$ cat config.mk
export PLATFORM = sky130hd
export DESIGN_NAME = mul_dot_seq_flat
export DESIGN_NICKNAME = d
export VERILOG_FILES = /design/src/rtl/mul_dot_seq_if.sv /design/src/rtl/mul_dot_seq.sv /design/src/flat_wrapper.sv
export SDC_FILE = /design/constraint.sdc
export NUM_CORES = 1
export LEC_CHECK = 0
export ABC_AREA = 0
export CORE_MARGIN = 10
export CORE_UTILIZATION = 50
export CTS_BUF_LIST = sky130_fd_sc_hd__clkbuf_4 sky130_fd_sc_hd__clkbuf_8
export DETAILED_ROUTE_END_ITERATION = 10
export HOLD_SLACK_MARGIN = 0.1
export PLACE_DENSITY = 0.83
export SYNTH_ARGS = -nofsm -noshare
export SYNTH_HDL_FRONTEND = slang
export SYNTH_SLANG_ARGS = --single-unit
$ cat constraint.sdc
create_clock -name I_CLK -period 3.6 [get_ports I_CLK]
set_input_delay 0.9 -clock I_CLK [delete_from_list [all_inputs] [get_ports I_CLK]]
set_output_delay 0.9 -clock I_CLK [all_outputs]
set_load 0.01 [all_outputs]
$ cat src/rtl/mul_dot_seq_if.sv
// Handshake bundle between the dot-product sequencer and the serial multiplier.
// master = sequencer side, slave = multiplier side.
interface mul_dot_seq_if #(
  parameter int D_W = 16
);
  logic           O_MUL_VLD;
  logic [D_W-1:0] O_MUL_M1;
  logic [D_W-1:0] O_MUL_M2;
  logic           I_MUL_VLD;
  logic           I_MUL_BUSY;
  logic [D_W-1:0] I_PRODUCT;

  modport master (
    output O_MUL_VLD, O_MUL_M1, O_MUL_M2,
    input  I_MUL_VLD, I_MUL_BUSY, I_PRODUCT
  );

  modport slave (
    input  O_MUL_VLD, O_MUL_M1, O_MUL_M2,
    output I_MUL_VLD, I_MUL_BUSY, I_PRODUCT
  );
endinterface

$ cat src/rtl/mul_dot_seq.sv
// Dot-product sequencer: feeds element pairs to a serial fixed-point multiplier
// one at a time, accumulates the products at full width and emits one
// saturated D_W-bit result with a one-cycle valid pulse.
module mul_dot_seq #(
  parameter int D_W     = 16,
  parameter int VEC_LEN = 8
) (
  input  logic                   I_CLK,
  input  logic                   I_RST_N,
  input  logic                   I_START,
  input  logic [D_W*VEC_LEN-1:0] I_VEC_A,
  input  logic [D_W*VEC_LEN-1:0] I_VEC_B,
  output logic                   O_BUSY,
  output logic                   O_VLD,
  output logic [D_W-1:0]         O_DOT,
  output logic                   O_SAT,
  mul_dot_seq_if.master          mul
);

  localparam int IDX_W = $clog2(VEC_LEN);
  // Enough headroom that summing VEC_LEN full-scale products never wraps.
  localparam int ACC_W = D_W + $clog2(VEC_LEN);
  localparam logic signed [ACC_W-1:0] SMAX = ACC_W'((1 << (D_W-1)) - 1);
  localparam logic signed [ACC_W-1:0] SMIN = ACC_W'(-(1 << (D_W-1)));

  typedef enum logic [1:0] {IDLE, ISSUE, WAIT} state_t;

  state_t                          state, state_nxt;
  logic [IDX_W-1:0]                idx;
  logic signed [ACC_W-1:0]         acc;
  logic [VEC_LEN-1:0][D_W-1:0]     vec_a, vec_b;
  logic                            mul_vld;
  logic                            last;
  logic signed [ACC_W-1:0]         prod_x;
  logic signed [ACC_W-1:0]         sum_nxt;

  assign last    = (idx == IDX_W'(VEC_LEN-1));
  assign prod_x  = ACC_W'($signed(mul.I_PRODUCT));
  assign sum_nxt = acc + prod_x;

  assign O_BUSY        = (state != IDLE);
  assign mul.O_MUL_VLD = mul_vld;
  // Operands are parked at zero while idle so the multiplier bus is quiet.
  assign mul.O_MUL_M1  = (state == IDLE) ? '0 : vec_a[idx];
  assign mul.O_MUL_M2  = (state == IDLE) ? '0 : vec_b[idx];

  // State register.
  always_ff @(posedge I_CLK or negedge I_RST_N) begin
    if (!I_RST_N) state <= IDLE;
    else          state <= state_nxt;
  end

  // Next-state and issue strobe; ISSUE stalls for as long as the multiplier is busy.
  always_comb begin
    state_nxt = state;
    mul_vld   = 1'b0;
    case (state)
      IDLE:  if (I_START) state_nxt = ISSUE;
      ISSUE: begin
        mul_vld = !mul.I_MUL_BUSY;
        if (mul_vld) state_nxt = WAIT;
      end
      WAIT:  if (mul.I_MUL_VLD) state_nxt = last ? IDLE : ISSUE;
      default: state_nxt = IDLE;
    endcase
  end

  // Datapath: vector capture, element index, accumulation and saturated result.
  always_ff @(posedge I_CLK or negedge I_RST_N) begin
    if (!I_RST_N) begin
      vec_a <= '0;
      vec_b <= '0;
      idx   <= '0;
      acc   <= '0;
      O_VLD <= 1'b0;
      O_DOT <= '0;
      O_SAT <= 1'b0;
    end else begin
      O_VLD <= 1'b0;
      case (state)
        IDLE: if (I_START) begin
          vec_a <= I_VEC_A;
          vec_b <= I_VEC_B;
          idx   <= '0;
          acc   <= '0;
        end
        WAIT: if (mul.I_MUL_VLD) begin
          acc <= sum_nxt;
          if (last) begin
            O_VLD <= 1'b1;
            if (sum_nxt > SMAX) begin
              O_DOT <= {1'b0, {(D_W-1){1'b1}}};
              O_SAT <= 1'b1;
            end else if (sum_nxt < SMIN) begin
              O_DOT <= {1'b1, {(D_W-1){1'b0}}};
              O_SAT <= 1'b1;
            end else begin
              O_DOT <= sum_nxt[D_W-1:0];
              O_SAT <= 1'b0;
            end
          end else begin
            idx <= idx + 1'b1;
          end
        end
        default: ;
      endcase
    end
  end

endmodule

$ cat src/flat_wrapper.sv
// flat-port wrapper written by rule: the top's interface ports become plain ports
module mul_dot_seq_flat 
#(
  parameter int D_W     = 16,
  parameter int VEC_LEN = 8
)
  (I_CLK, I_RST_N, I_START, I_VEC_A, I_VEC_B, O_BUSY, O_VLD, O_DOT, O_SAT, mul_O_MUL_VLD, mul_O_MUL_M1, mul_O_MUL_M2, mul_I_MUL_VLD, mul_I_MUL_BUSY, mul_I_PRODUCT);
  mul_dot_seq_if #(.D_W(D_W)) mul_i ();
  input  logic I_CLK;
  input  logic I_RST_N;
  input  logic I_START;
  input  logic [D_W*VEC_LEN-1:0] I_VEC_A;
  input  logic [D_W*VEC_LEN-1:0] I_VEC_B;
  output logic O_BUSY;
  output logic O_VLD;
  output logic [D_W-1:0] O_DOT;
  output logic O_SAT;
  output wire logic [$bits(mul_i.O_MUL_VLD)-1:0] mul_O_MUL_VLD;
  output wire logic [$bits(mul_i.O_MUL_M1)-1:0] mul_O_MUL_M1;
  output wire logic [$bits(mul_i.O_MUL_M2)-1:0] mul_O_MUL_M2;
  input wire logic [$bits(mul_i.I_MUL_VLD)-1:0] mul_I_MUL_VLD;
  input wire logic [$bits(mul_i.I_MUL_BUSY)-1:0] mul_I_MUL_BUSY;
  input wire logic [$bits(mul_i.I_PRODUCT)-1:0] mul_I_PRODUCT;
  assign mul_O_MUL_VLD = mul_i.O_MUL_VLD;
  assign mul_O_MUL_M1 = mul_i.O_MUL_M1;
  assign mul_O_MUL_M2 = mul_i.O_MUL_M2;
  assign mul_i.I_MUL_VLD = mul_I_MUL_VLD;
  assign mul_i.I_MUL_BUSY = mul_I_MUL_BUSY;
  assign mul_i.I_PRODUCT = mul_I_PRODUCT;
  mul_dot_seq #(.D_W(D_W), .VEC_LEN(VEC_LEN)) u_core (.I_CLK(I_CLK), .I_RST_N(I_RST_N), .I_START(I_START), .I_VEC_A(I_VEC_A), .I_VEC_B(I_VEC_B), .O_BUSY(O_BUSY), .O_VLD(O_VLD), .O_DOT(O_DOT), .O_SAT(O_SAT), .mul(mul_i));
endmodule
==> summary.txt <==
Global route
  • Largest net degree at the start of global routing: 92
  • GRT Residual Overflow: 0
  • Initial antenna violation count: 9
  • Global-route wire length before repair: 70.39 mm
  • All-Layer GR Usage: 0.2452
  • Vias in the first global route: 13.03k

Drt
  • Met2 wire length: 22.40 mm
  • Wire per inst: 19.61 um
  • DR vias/cell: 5.393
  • Vias: 12.46k
  • Met3 wire length: 3.159 mm
  • Top Metal Used: met5
  • DRC: 0
  • Antenna Nets Post-Route: 0
  • Drt pass-1 iters: 5
  • Starting DRT DRC Count: 970
  • M1 WL: 17.67 mm
  • Routed WL: 45.33 mm

Timing
  • RSZ-0062 raised after global routing: true
  • Fin crit share: 0.9849
  • Tmin final: 3.546 ns
  • Final hold violation count: 0
  • Setup ws final: 0.05449 ns
  • FMAX: 282.0 MHz
  • Slew headroom: 0.5830
  • Final setup vio count: 0
  • Worst-margin pin slew: 0.6240 ns
  • Max Slew Vio Count: 0
  • Max Clock Skew: 0.03462 ns

Clocking
  • Clock slew at reported path FFs: 0.06 ns
  • Cts hold-fix bufs: 0
  • CTS tree: done
  • H-tree Lvls: 2
  • Clock Latency Late Sink: 0.58 ns
  • CTS max path bufs: 3
  • CTS Buf Count: 50
  • Clock Sinks: 298
  • Clk root buf: clkbuf_8

Synth
  • Syn Inst Count: 1532
  • Ys async rst share: 1.000
  • Mean Syn Cell Area: 9.382 um2
  • Cell Area, Synth: 14370 um2
  • Yosys cell types: 63
  • Synth Net Count: 1830
  • Top_reg_cell synth: dfrtp_1
  • #FFs+latches synth: 298
  • YS warnings: 0
  • EDFF count, synth: 0
  • Post-synthesis sequential area ratio: 0.5188

Final layout
  • Final nets: 2177
  • Design Area, Final: 19720 um2
  • P&R area growth vs syn: 37.17%
  • Share of cells above drive strength 1: 0.1283

Placement
  • Post-DP HPWL: 32.75 mm
  • IO Port Bufs: 328
  • Placed Area: 18370 um2
  • Dpl ws: -0.1144 ns
  • RD Place Congestion: 0.8981

Power
  • Overall Power: 0.01627 W
  • VDD IR-drop max: 0.0005049 V
  • Seq pwr share: 0.353
  • Gate power share: 0.444
  • Cell Pwr Density: 825.4 nW/um2
  • Fraction of power spent switching nets: 0.3752
  • Sw Pwr: 0.006106 W
  • Clock Power Share: 0.203
  • Leakage Power: 9.737 nW
  • Int Pwr: 0.01017 W

Die
  • Initial Utilization: 0.5035
  • Die H: 189.6 um
  • Die area: 35930 um2
  • # rows: 62
  • Top Ports: 329
  • Die Wd: 189.6 um
  • Core area: 28550 um2

Setup path
  • Critical path launch point type: flip-flop
  • Critical path's slowest cell: mux4_2
  • Critical Path RT: 2.70 ns
  • Max Fanout on Critical Path: 10
  • Kind of critical path: reg -> out
  • Endpoint class of the critical path: output pin
  • Largest stage delay, worst path: 0.61 ns
  • FF-to-FF Start: u_core.acc[0]
  • Crit-path cells: buf_6 -> mux4_2 -> mux2i_1 -> nor2_1 -> clkdlybuf4s50_1
  • CP Data Arrival Time: 2.65 ns
  • Critical Path Start: u_core.idx[0]

Run status
  • Outcome: finished clean

Flow run
  • Max_cap viols: 0

Hold path
  • Worst Hold Class: in -> async
-- cell families after synthesis --
logic type      count (synthesis)  synth area share
compound gates                114           0.06189
fa+ha+maj                      21           0.01880
buf+inv                       100           0.02812
flops                         298            0.5188
simple gates                  889            0.2406
mux                            98            0.1240
xor+xnor                       12          0.007835
-- area by class of cell --
class | count | area (um2)
antenna | 9 | 22.52
tap | 384 | 480.5
clock buffer | 81 | 1052
fill | 2108 | 8831
multi-input combinational | 1134 | 6530
inverter | 11 | 41.29
timing repair buffer | 384 | 4040
sequential | 298 | 7466
clock inverter | 10 | 83.83
-- path summary, 6_finish.rpt --
kind / end / slack, ns / cells after the start
hold / removal: u_core.vec_b[88] / 0.27 / 1
min in group I_CLK: u_core.vec_a[51] / 0.47 / 2
setup reg to reg: u_core.O_DOT[4] / 0.83 / 11
max in group asynchronous: u_core.vec_a[115] / 2.33 / 2
setup / recovery: mul_O_MUL_M2[8] / 0.05 / 5
hold reg to reg: u_core.vec_a[51] / 0.47 / 2
-- worst max-delay path: cells and delay by family (launching register included) --
kind | cells | cell delay, ns
and+or+nand+nor | 1 | 0.06
muxes | 2 | 0.81
DFF | 1 | 0.49
buffers and inverters | 2 | 0.72
-- synth_stat cells (all sizes together) (2+ instances only) --
cell type,count,area [um2]
o211ai,5,42.54
o32ai,15,206.5
inv,11,41.29
o21a,2,15.01
a21oi,12,63.81
a2111oi,2,17.52
nand2,801,3007
xor2,9,86.34
nor4,2,12.51
a22o,3,26.28
o21ai,47,239.0
ha,20,250.2
and4,2,17.52
mux2i,34,340.3
and2,4,25.02
nor2b,4,32.53
or3,3,23.77
o2111ai,3,38.79
a31o,2,17.52
nand4,4,25.02
nand3,6,30.03
a31oi,3,18.77
mux4,64,1441
a211oi,3,27.52
a21o,5,37.54
buf,18,96.33
xnor2,3,26.28
nor3,6,35.03
clkbuf,71,266.5
dfrtp,298,7457
a22oi,2,15.01
nor2,48,180.2
o31a,2,26.28
nand2b,4,25.02
-- placed cells by master (no fill, tap or decap), types with 4 or more instances in the layout --
cell type,synthesis,routed
inv_1,11,11
nand2_1,801,800
o32ai_1,5,5
o211ai_1,4,4
buf_4,2,35
o21ai_0,41,41
mux2i_1,34,34
buf_12,0,15
mux4_2,64,64
dfrtp_1,298,295
diode_2,0,9
clkbuf_4,0,10
dlymetal6s2s_1,0,25
o21ai_1,5,5
clkbuf_8,0,71
nand4_1,4,4
nand2b_1,4,4
nor3_1,5,5
a21o_1,5,5
ha_1,20,20
clkinv_2,0,7
o32ai_2,10,10
nand3_1,6,6
xor2_1,8,8
a21oi_1,11,11
clkdlybuf4s50_1,0,301
nor2_1,48,47
-- registers in the layout, indices dropped and copies added (netlist names) --
name,count
u_core.vec_a,128
u_core.vec_b,128
u_core.acc,19
u_core.O_DOT,16
u_core.idx,3
u_core.state,2
u_core.O_SAT,1
u_core.O_VLD,1
-- per-stage QoR --
step | hold WS [ns] | setup TNS, ns | utilization | std cells
2_1_floorplan | 0.4403 | 0 | - | 1532
3_3_place_gp | 0.4517 | -0.2843 | 0.6436 | 2204
3_5_place_dp | 0.4582 | -1.035 | 0.6436 | 2204
4_1_cts | 0.2925 | 0 | 0.6839 | 2296
5_1_grt | 0.3038 | -0.03649 | 0.6907 | 2311
6_report | 0.2686 | 0 | 0.6907 | 2311
-- power by group through the flow --
stage	combinational (W)	sequential, W	clock (W)
2_1_floorplan	0.00466	0.00541	0
5_1_grt	0.00795	0.00589	0.00353
3_3_place_gp	0.00689	0.00567	0
6_report	0.00723	0.00574	0.00331
3_5_place_dp	0.00710	0.00577	0
4_1_cts	0.00719	0.00571	0.00336
-- per-layer routing --
| metal | vias up | global-route usage |
|---|---|---|
| met2 | 513 | 0.4077 |
| li1 | 5747 | - |
| met4 | 2 | 0.1218 |
| met5 | - | 0 |
| met1 | 6083 | 0.2963 |
| met3 | 119 | 0.05566 |
-- timing repair --
action                                  in CTS  in global routing
endpoints found under the setup margin      30                 15
buffers inserted                             1                  4
gates cloned                                 0                  2
resized for setup                            3                 27
No activity file was read; power rests on OpenSTA's default activity.
